==> src/rtl/vector_seq_pkg.sv <==
// Shared types and sizes for the vector lane sequencer.
package vector_seq_pkg;

  localparam int unsigned LANES      = 4;
  localparam int unsigned LANE_WIDTH = 32;
  localparam int unsigned OP_WIDTH   = 4;
  localparam int unsigned VEC_WIDTH  = LANES * LANE_WIDTH;
  localparam int unsigned LANE_IDX_W = $clog2(LANES);

  typedef enum logic [1:0] {
    IDLE = 2'd0,
    RUN  = 2'd1,
    DONE = 2'd2
  } vseq_state_t;

endpackage

==> src/rtl/vector_lane_select.sv <==
// Picks one lane slice of each latched operand for the shared lane ALU.
module vector_lane_select #(
  parameter int unsigned LANES      = vector_seq_pkg::LANES,
  parameter int unsigned LANE_WIDTH = vector_seq_pkg::LANE_WIDTH
) (
  input  logic                          i_en,
  input  logic [$clog2(LANES)-1:0]      i_lane,
  input  logic [LANES*LANE_WIDTH-1:0]   i_op0,
  input  logic [LANES*LANE_WIDTH-1:0]   i_op1,
  output logic [LANE_WIDTH-1:0]         o_a,
  output logic [LANE_WIDTH-1:0]         o_b
);

  localparam int unsigned LANE_IDX_W = $clog2(LANES);

  // Slice mux; outputs are zero whenever no lane is being issued.
  always_comb begin
    o_a = '0;
    o_b = '0;
    if (i_en) begin
      for (int l = 0; l < LANES; l++) begin
        if (i_lane == LANE_IDX_W'(l)) begin
          o_a = i_op0[l*LANE_WIDTH +: LANE_WIDTH];
          o_b = i_op1[l*LANE_WIDTH +: LANE_WIDTH];
        end
      end
    end
  end

endmodule

==> src/rtl/vector_lane_sequencer.sv <==
// Time-multiplexes one shared lane ALU across the lanes of a vector op and
// assembles the full-width result; stalls the pipeline while in flight.
module vector_lane_sequencer #(
  parameter int unsigned LANES      = vector_seq_pkg::LANES,
  parameter int unsigned LANE_WIDTH = vector_seq_pkg::LANE_WIDTH,
  parameter int unsigned OP_WIDTH   = vector_seq_pkg::OP_WIDTH
) (
  input  logic                          clk,
  input  logic                          rst,
  input  logic                          start_E,
  input  logic                          vector_E,
  input  logic                          flush_E,
  input  logic [OP_WIDTH-1:0]           ALU_op_E,
  input  logic [LANES*LANE_WIDTH-1:0]   operand_0_E,
  input  logic [LANES*LANE_WIDTH-1:0]   operand_1_E,
  input  logic [LANE_WIDTH-1:0]         lane_result,
  output logic [LANE_WIDTH-1:0]         lane_a,
  output logic [LANE_WIDTH-1:0]         lane_b,
  output logic [OP_WIDTH-1:0]           lane_ALU_op,
  output logic [$clog2(LANES)-1:0]      lane_index,
  output logic                          busy_E,
  output logic                          stall_E,
  output logic                          result_valid_E,
  output logic [LANES*LANE_WIDTH-1:0]   ALU_result_bus_E
);

  import vector_seq_pkg::*;

  localparam int unsigned VEC_W  = LANES * LANE_WIDTH;
  localparam int unsigned LIDX_W = $clog2(LANES);

  vseq_state_t        r_state;
  vseq_state_t        w_state_nxt;
  logic [LIDX_W-1:0]  r_lane;
  logic [LIDX_W-1:0]  w_lane_nxt;
  logic [LIDX_W-1:0]  w_last;
  logic               w_accept;
  logic               r_vector;
  logic [OP_WIDTH-1:0] r_op;
  logic [VEC_W-1:0]   r_op0;
  logic [VEC_W-1:0]   r_op1;
  logic [VEC_W-1:0]   r_result;
  logic               r_busy;
  logic               r_valid;
  logic               w_run;

  // State register.
  always_ff @(posedge clk or posedge rst) begin
    if (rst) begin
      r_state <= IDLE;
      r_lane  <= '0;
    end else begin
      r_state <= w_state_nxt;
      r_lane  <= w_lane_nxt;
    end
  end

  // Next-state and lane counter; flush always wins and returns to IDLE.
  always_comb begin
    w_state_nxt = r_state;
    w_lane_nxt  = r_lane;
    w_accept    = 1'b0;
    w_last      = r_vector ? LIDX_W'(LANES - 1) : '0;
    case (r_state)
      IDLE, DONE: begin
        w_state_nxt = IDLE;
        w_lane_nxt  = '0;
        if (start_E && !flush_E) begin
          w_accept    = 1'b1;
          w_state_nxt = RUN;
        end
      end
      RUN: begin
        if (flush_E) begin
          w_state_nxt = IDLE;
          w_lane_nxt  = '0;
        end else if (r_lane == w_last) begin
          w_state_nxt = DONE;
          w_lane_nxt  = '0;
        end else begin
          w_lane_nxt  = r_lane + LIDX_W'(1);
        end
      end
      default: begin
        w_state_nxt = IDLE;
        w_lane_nxt  = '0;
      end
    endcase
  end

  // Operand/opcode latch, per-lane result write-back and status flags.
  always_ff @(posedge clk or posedge rst) begin
    if (rst) begin
      r_vector <= 1'b0;
      r_op     <= '0;
      r_op0    <= '0;
      r_op1    <= '0;
      r_result <= '0;
      r_busy   <= 1'b0;
      r_valid  <= 1'b0;
    end else begin
      if (w_accept) begin
        r_vector <= vector_E;
        r_op     <= ALU_op_E;
        r_op0    <= operand_0_E;
        r_op1    <= operand_1_E;
        r_result <= '0;
      end else if (w_run && !flush_E) begin
        for (int l = 0; l < LANES; l++) begin
          if (r_lane == LIDX_W'(l)) begin
            r_result[l*LANE_WIDTH +: LANE_WIDTH] <= lane_result;
          end
        end
      end
      r_busy  <= (w_state_nxt != IDLE);
      r_valid <= (w_state_nxt == DONE);
    end
  end

  assign w_run = (r_state == RUN);

  vector_lane_select #(
    .LANES      (LANES),
    .LANE_WIDTH (LANE_WIDTH)
  ) u_lane_select (
    .i_en   (w_run),
    .i_lane (r_lane),
    .i_op0  (r_op0),
    .i_op1  (r_op1),
    .o_a    (lane_a),
    .o_b    (lane_b)
  );

  assign lane_ALU_op      = r_op;
  assign lane_index       = r_lane;
  assign busy_E           = r_busy;
  assign result_valid_E   = r_valid;
  assign ALU_result_bus_E = r_result;
  // Stall covers the issue cycles plus the cycle a start is accepted.
  assign stall_E          = !rst && (w_run || w_accept);

endmodule

==> config.mk <==
export PLATFORM = sky130hd
export DESIGN_NAME = vector_lane_sequencer
export DESIGN_NICKNAME = d
export VERILOG_FILES = /design/src/rtl/vector_seq_pkg.sv /design/src/rtl/vector_lane_select.sv /design/src/rtl/vector_lane_sequencer.sv
export SDC_FILE = /design/constraint.sdc
export NUM_CORES = 1
export LEC_CHECK = 0
export CAP_MARGIN = 5
export CORE_UTILIZATION = 48
export CTS_CLUSTER_DIAMETER = 120
export DETAILED_ROUTE_END_ITERATION = 8
export GPL_TIMING_DRIVEN = 0
export HOLD_SLACK_MARGIN = 0.15
export PLACE_DENSITY = 0.81
export RECOVER_POWER = 50
export SYNTH_ARGS = -nofsm -noshare
export SYNTH_HDL_FRONTEND = slang
export SYNTH_HIERARCHICAL = 1
export SYNTH_SLANG_ARGS = --single-unit
==> constraint.sdc <==
create_clock -name clk -period 18.21 [get_ports clk]
set_input_delay 3.642 -clock clk [delete_from_list [all_inputs] [get_ports clk]]
set_output_delay 3.642 -clock clk [all_outputs]
set_load 0.005 [all_outputs]
# Word-level counts from Yosys, hierarchy flattened
# Cells that the tools add are included.
# totals
out_inout_bits	201
romBits	0
wordCells	65
regBits	395
n_memories	0
latch_bits	0
mem_bits_rw	0
# classes
n_reduce_logical	19
n_eq_ne	7
muxes	26
multipliers	0
n_div	0
shifts	0
n_lt_le_gt_ge	0
addsub	1
n_bitwise	0
# ops
operator	count
2-to-1 mux 32 bit	14
2-to-1 mux 128 bit	2
2-to-1 mux 2 bit	6
nonzero test 2 bit	6
equality test 2 bit (second input constant)	4
AND reduction 2 bit	4
equality test 2 x 1 -> 1 bit (second input constant)	2
zero test 2 bit	2
one-hot mux 2 bit (2 select lines)	1
logical AND 1 bit	3
2-to-1 mux 1 bit	3
adder 2 x 1 -> 2 bit (second input constant)	1
equality test 2 bit	1
zero test 1 bit	2
OR reduction 2 bit	1
logical OR 1 bit	1

# Longest topological paths before layout
# Gate-level depths: netlist of run 1.
# depth
word_depth	6
ltp_mapped	7
ltp_nobuf	5

# Hierarchy
# The synthesis of run 1 kept the hierarchy.
# modules_own_cells
module	cells_each	seq_area_each_um2	instances	area_per_inst_um2
vector_lane_sequencer	1700	9884.5	1	15212.1
vector_lane_select	221	0.0	1	1990.7

# Least setup slack after synthesis of run 1
# Ideal clock, no wire load.
# synth_path
path_kind	input-to-output
startpoint	in flush_E
endpoint	out stall_E
slack_ps	9989
stages	6
arrival_time_ps	4579
path_cell_list	buf_2 nor3b_1 buf_2 buf_2 nor2_1 nor2_1
# synth_via
elab_chain_len	6
# synth_rtl
item	line_no	rtl
from (decl)	vector_lane_sequencer.sv:12	input logic flush_E,
zero test 1 bit	vector_lane_sequencer.sv:68	if (start_E && !flush_E) begin
logical AND 1 bit	vector_lane_sequencer.sv:68	
2-to-1 mux 1 bit	vector_lane_sequencer.sv:68	
2-to-1 mux 1 bit	vector_lane_sequencer.sv:64	case (r_state)
logical OR 1 bit	vector_lane_sequencer.sv:140	assign stall_E = !rst && (w_run || w_accept);
logical AND 1 bit	vector_lane_sequencer.sv:140	
to (decl)	vector_lane_sequencer.sv:22	output logic stall_E,
# Every way passes these cells.

# Worst setup path after layout of run 1
# Ends and elaborated chain as after synthesis.

==> impl_metrics.toml, run 1 <==
[critical_path]
worst_r2r_path_depth = 7
crit_fanout = 10
startpoint = "flush_E"
criticalPathCategory = "primary input to output port"
endpoint = "stall_E"
cp_required_ns = 14.57
end_of_the_worst_register_to_register_path = "r_op1[75]$_DFFE_PP0P_"
timing.reg2reg.setup_slack_ns = 15.58
worst_ep_arrival_time_ns = 6.76
worst_setup_path_end_kind = "output port"
critical_path.startpoint_type = "primary input"
crit-reg2reg-launch = "r_state[0]$_DFF_PP0_"

[floorplanning]
initial_cell_density_of_the_core_pct = 49.3
design.core.area_sq_um = 34900
die_h_um = 191
design.portCount = 498
rows = 68
die_area_sq_um = 36600
floorplan.die.width_um = 191

[yosys]
avgSynthCellArea_sq_um = 8.96
synthCells = 1921
synth_seq_area_share_pct = 57.5
synth-seq-cells = 395
synth_cell_types = 26
mappedNetlistArea_sq_um = 17200
syn_nets = 2222
number_of_warnings_printed_during_yosys_synthesis = 6

[routing]
detail_route.drc_violations = 0
route.detailed.wl_per_inst_um = 20.3
viasPerCell = 5.41
drt_iter0_markers = 1133
postRouteAntennaNets = 0
drtPass1Iterations = 9
route.final.wire_length_um = 60000
detailroute.via_count = 16000

[cts]
cts.root.buffer_cell = "clkbuf_16"
cts_htree_levels = 2
clkSlewWorstSetupHoldPaths_ns = 0.06
ctsResizeCount = 0
cts.sink_count = 395
post_cts_buffers = 0
cts_inserted_buffers = 42
insertion_delay_ns = 0.53
cts_max_path_buffers = 3
holdBufCountCts = 0
tritoncts_clock_tree = "yes"

[placed_design]
port_buffers = 497
total_half_perimeter_wirelength_after_legalization_and_detailed_placement_um = 44100
finalWeightedCongestion = 0.912
setup_ws_pre_cts_ns = 8.58

[pwr]
power.static_leakage_uw = 0.0111
power_density_nw_per_um2 = 96.6
vdd_ir_drop_max_mv = 0.0689

[outcome]
violations = "max-capacitance violations, max-slew violations"
run_status = "complete, but fails checks"

[timing]
max_freq_mhz = 96.1
finalMaxSlewViolations = 152
layout_setup_ws_ns = 7.81
finalHoldWorstSlack_ns = 0.472
setup_viol_count_final = 0
slew_headroom_pct = -191
rsz0062_at_grt = "no"
final.min_clock_period_ns = 10.40
tightest_pin_transition_ns = 4.37
post-route-period-util_pct = 57.1
worst_clock_skew_ns = 0.0174
timing_hold_violations_final = 0

[grt]
groute.usage.overall_pct = 32.7
grt_overflow_total = 0
largest_net_degree_at_the_start_of_global_routing = 135
antenna_found_initial = 12
first_global_vias = 16400
global_route_wire_length_before_repair_um = 90800

[cells_and_area]
seqCellArea_sq_um = 9880
layout-area-overhead-vs-synth_pct = 40.8
final_layout_size_suffix_gt1_share_pct = 5.61
area_of_the_multi_input_gates_sq_um = 6450
nets = 2766
fillCellCount = 2720

[worst_hold_path]
min_path_cells = 2
hold_path.class = "register to register"

[job]
maximum_capacitance_violations = 2
==> placed cells by master, fill, tap and decap left out, types with 5 or more instances in the layout <==
cell type | Yosys | routed
nand2_1 | 1043 | 1043
clkdlybuf4s50_1 | 0 | 495
dfrtp_1 | 395 | 395
a21oi_1 | 130 | 130
mux2i_1 | 128 | 128
clkbuf_1 | 31 | 70
o22ai_1 | 64 | 64
buf_2 | 71 | 50
clkbuf_16 | 0 | 45
diode_2 | 0 | 12
clkbuf_8 | 0 | 12
clkinv_2 | 0 | 9
buf_12 | 8 | 8
buf_8 | 5 | 5
==> report_power, final <==
group,switching (uW),internal (uW),total [uW]
clock,352,553,905
sequential,64.9,989,1050
combinational,198,185,383
==> area by class of cell <==
cell class,instances,area share [%]
Antenna cell,12,0.124
Tap cell,455,2.35
Timing Repair Buffer,500,20.8
Multi-Input combinational cell,1390,26.6
Sequential cell,395,40.8
Clock buffer,61,5.39
Inverter,3,0.0516
Buffer,133,3.17
Clock inverter,14,0.713
==> cell usage after synthesis, drive strengths merged <==
cell | count | area, sq um
inv | 3 | 11.3
mux2i | 128 | 1280
or3b | 1 | 8.76
nor2 | 4 | 15.0
nand4bb | 4 | 45.0
buf | 102 | 737
o22ai | 64 | 400
nor2b | 1 | 6.26
ha | 4 | 50.1
nand2b | 1 | 6.26
or3 | 1 | 6.26
and3 | 1 | 6.26
dfrtp | 395 | 9880
o21ai | 1 | 5.00
nor3 | 1 | 5.00
nor3b | 1 | 7.51
nand2 | 1043 | 3920
nand3 | 1 | 5.00
a21oi | 130 | 651
nor4bb | 4 | 40.0
clkbuf | 31 | 116
==> metal layers <==
metal | wire (um) | vias to the layer above | GRT usage (%)
met1 | 22500 | 7776 | 39.4
met5 | 0 | - | 0
li1 | - | 7239 | -
met2 | 29100 | 834 | 54.8
met3 | 5070 | 177 | 6.68
met4 | 3330 | 0 | 18.1
==> flip-flops by register name, indices dropped and copies added (netlist names) <==
| signal | cells |
|---|---|
| lane_index | 2 |
| lane_ALU_op | 4 |
| ALU_result_bus_E | 128 |
| r_op0 | 128 |
| r_vector | 1 |
| r_op1 | 128 |
| result_valid_E | 1 |
| r_state | 2 |
| busy_E | 1 |
==> how the worst min path moves through the flow <==
stage	start	slack [ns]	to
after global placement	r_op1[14]$_DFFE_PP0P_	0.46	r_op1[14]$_DFFE_PP0P_
final	lane_ALU_op[1]$_DFFE_PP0P_	0.47	lane_ALU_op[1]$_DFFE_PP0P_
after detailed placement	r_op1[71]$_DFFE_PP0P_	0.46	r_op1[71]$_DFFE_PP0P_
after global routing	r_op0[29]$_DFFE_PP0P_	0.49	r_op0[29]$_DFFE_PP0P_
after floorplan	r_op1[23]$_DFFE_PP0P_	0.44	r_op1[23]$_DFFE_PP0P_
after CTS	r_op1[71]$_DFFE_PP0P_	0.48	r_op1[71]$_DFFE_PP0P_
==> stage by stage <==
stage                     power (uW)  setup TNS [ns]  std cells  util (%)  instance area, sq um
final                           2340               0       2963      69.5                 24200
after global routing            2430               0       2963      69.5                 24200
after CTS                       2350               0       2951      69.7                 24300
after detailed placement        1450               0       2876      65.5                 22800
after global placement          1430         -275.63       2873      65.2                 22700
after floorplan                 1240               0       1921         -                 17200
==> critical path, stage by stage <==
cell             delay, ns
dlygate4sd3_1         0.56
clkbuf_1              0.21
nor3b_1               0.39
clkbuf_1              0.59
clkbuf_1              0.54
nor2_1                0.20
nor2_1                0.12
clkdlybuf4s50_1       0.50
==> kinds of logic after synthesis <==
| kind of cell | count (synthesis) | synth area share, % |
|---|---|---|
| buffers and inverters | 136 | 5.03 |
| AO/OA/AOI/OAI | 195 | 6.14 |
| AND/OR/NAND/NOR | 1063 | 23.6 |
| flip-flops | 395 | 57.5 |
| multiplexers | 128 | 7.45 |
| adder cells (fa/ha/maj) | 4 | 0.291 |
No activity file was read; power rests on OpenSTA's default activity.
==> run 2, diff against run 1 <==
--- a/config.mk
+++ b/config.mk
@@ -6,12 +6,12 @@
 export NUM_CORES = 1
 export LEC_CHECK = 0
 export CAP_MARGIN = 5
-export CORE_UTILIZATION = 48
+export CORE_UTILIZATION = 43
 export CTS_CLUSTER_DIAMETER = 120
 export DETAILED_ROUTE_END_ITERATION = 8
 export GPL_TIMING_DRIVEN = 0
 export HOLD_SLACK_MARGIN = 0.15
-export PLACE_DENSITY = 0.81
+export PLACE_DENSITY = 0.76
 export RECOVER_POWER = 50
 export SYNTH_ARGS = -nofsm -noshare
 export SYNTH_HDL_FRONTEND = slang
==> constraint.sdc (replaced) <==
create_clock -name clk -period 8.7 [get_ports clk]
set_input_delay 1.74 -clock clk [delete_from_list [all_inputs] [get_ports clk]]
set_output_delay 1.74 -clock clk [all_outputs]
set_load 0.005 [all_outputs]
==> impl_metrics.toml, run 2 (same netlist as run 1, synthesis figures left out) <==
[placed_design]
total_half_perimeter_wirelength_after_legalization_and_detailed_placement_um = 45400
port_buffers = 497
placed_area_sq_um = 23000
finalWeightedCongestion = 0.924

[cells_and_area]
final_cell_mix = "nand2_1 (1043), clkdlybuf4s50_1 (495), dfrtp_1 (395), a21oi_1 (130), mux2i_1 (128)"
final_layout_size_suffix_gt1_share_pct = 5.59
nets = 2774
seqCellArea_sq_um = 9880
finish.instance_area_sq_um = 24400
mostFrequentLayoutCell = "nand2_1"
layout-area-overhead-vs-synth_pct = 41.6
fillCellCount = 3244
area_of_the_multi_input_gates_sq_um = 6450

[routing]
drtPass1Iterations = 8
drt_iter0_markers = 1009
viasPerCell = 5.19
detail_route.drc_violations = 0
route.detailed.wl_per_inst_um = 20.0
route.final.wire_length_um = 60400
postRouteAntennaNets = 0
detailroute.via_count = 15700

[cts]
post_cts_buffers = 0
tritoncts_clock_tree = "yes"
cts_htree_levels = 2
cts_max_path_buffers = 3
cts_inserted_buffers = 43
insertion_delay_ns = 0.57
clkSlewWorstSetupHoldPaths_ns = 0.06
holdBufCountCts = 0
cts.sink_count = 395
cts.root.buffer_cell = "clkbuf_16"
ctsResizeCount = 0

[timing]
slew_headroom_pct = -58.1
finalMaxSlewViolations = 157
timing_hold_violations_final = 0
worst_clock_skew_ns = 0.0128
max_freq_mhz = 154
rsz0062_at_grt = "no"
setup_viol_count_final = 0
final.min_clock_period_ns = 6.48
tightest_pin_transition_ns = 2.37
post-route-period-util_pct = 74.5

[pwr]
power.total_uw = 4910
power.static_leakage_uw = 0.0111
power_density_nw_per_um2 = 202
vdd_ir_drop_max_mv = 0.136

[critical_path]
timing.critical_path.slowest_stage_cell = "clkbuf_1"
worst_r2r_path_depth = 7
max_stage_delay_ns = 0.78
criticalPathCategory = "primary input to output port"
crit_fanout = 10
crit_path_cell_trace = "dlygate4sd3_1 -> clkbuf_1 -> nor3b_1 -> clkbuf_1 -> buf_2 -> nor2_1 -> nor2_1 -> clkdlybuf4s50_1"
worst_setup_path_end_kind = "output port"
worst_ep_arrival_time_ns = 4.74
cp_required_ns = 6.96
critical_path.startpoint_type = "primary input"

[outcome]
violations = "max-capacitance violations, max-slew violations"
run_status = "complete, but fails checks"

[floorplanning]
floorplan.die.width_um = 202
initial_cell_density_of_the_core_pct = 44.1
die_area_sq_um = 40800
die_h_um = 202
rows = 72
design.core.area_sq_um = 39000
design.portCount = 498

[grt]
groute.usage.overall_pct = 29.6
antenna_found_initial = 4
global_route_wire_length_before_repair_um = 92300
first_global_vias = 16100
grt_overflow_total = 0
largest_net_degree_at_the_start_of_global_routing = 44

[job]
maximum_capacitance_violations = 4

[worst_hold_path]
hold_path.class = "register to register"
min_path_cells = 2
[run 2: cell types whose count changed in the layout (fill, tap and decap cells not counted), sizes merged]
cell / before / now
clkbuf: 127 / 124
clkinv: 9 / 5
bufinv: 4 / 5
diode: 12 / 4
buf: 70 / 80
clkinvlp: 2 / 5
[run 2: final cells by class]
class	instances	area share [%]
antenna	4	0.0411
clock buffer	61	5.16
inverter	3	0.0514
timing repair buffer	507	21.0
tap	518	2.66
multi-input combinational	1390	26.5
sequential	395	40.6
buffer	133	3.15
clock inverter	14	0.858
[run 2: layer usage]
metal	GRT usage, %	vias up	routed length (um)	part of all wire, %
met4	11.6	0	2080	3.4
met5	0	-	0	0
li1	-	7238	-	-
met2	50.0	733	29500	49
met3	6.88	113	5280	8.7
met1	36.6	7618	23500	39
[run 2: critical path: cells and delay by family]
kind | cells | cell delay, ns
buffers and inverters | 5 | 2.45
AND/OR/NAND/NOR | 3 | 0.55
[run 2: path summary, 6_finish.rpt]
path / from / to / slack [ns]
worst min register to register: r_op1[89]$_DFFE_PP0P_ / r_op1[89]$_DFFE_PP0P_ / 0.47
worst max register to register: r_state[0]$_DFF_PP0_ / r_op1[65]$_DFFE_PP0P_ / 5.96
worst min-delay path: r_op1[89]$_DFFE_PP0P_ / r_op1[89]$_DFFE_PP0P_ / 0.47
worst max-delay path: flush_E / stall_E / 2.22
max in group asynchronous: rst / r_op0[76]$_DFFE_PP0P_ / 2.86
min in group asynchronous: rst / ALU_result_bus_E[22]$_DFFE_PP0P_ / 1.66
[run 2: per-stage QoR]
step / TNS, ns / setup WS (ns) / util, % / hold WS, ns / cells
after floorplan: 0 / 1.64 / - / 0.444 / 1921
after global placement: -313.35 / -0.828 / 58.5 / 0.457 / 2936
after detailed placement: 0 / 2.85 / 59.0 / 0.461 / 2946
after CTS: 0 / 2.84 / 62.8 / 0.476 / 3021
after global routing: 0 / 2.09 / 62.4 / 0.488 / 3025
final: 0 / 2.22 / 62.4 / 0.474 / 3025
[run 2: power breakdown]
part / internal, uW / total (uW) / switching (uW)
registers: 2070 / 2210 / 135
clock network: 1150 / 1910 / 756
logic: 390 / 798 / 408
total: 3610 / 4910 / 1300
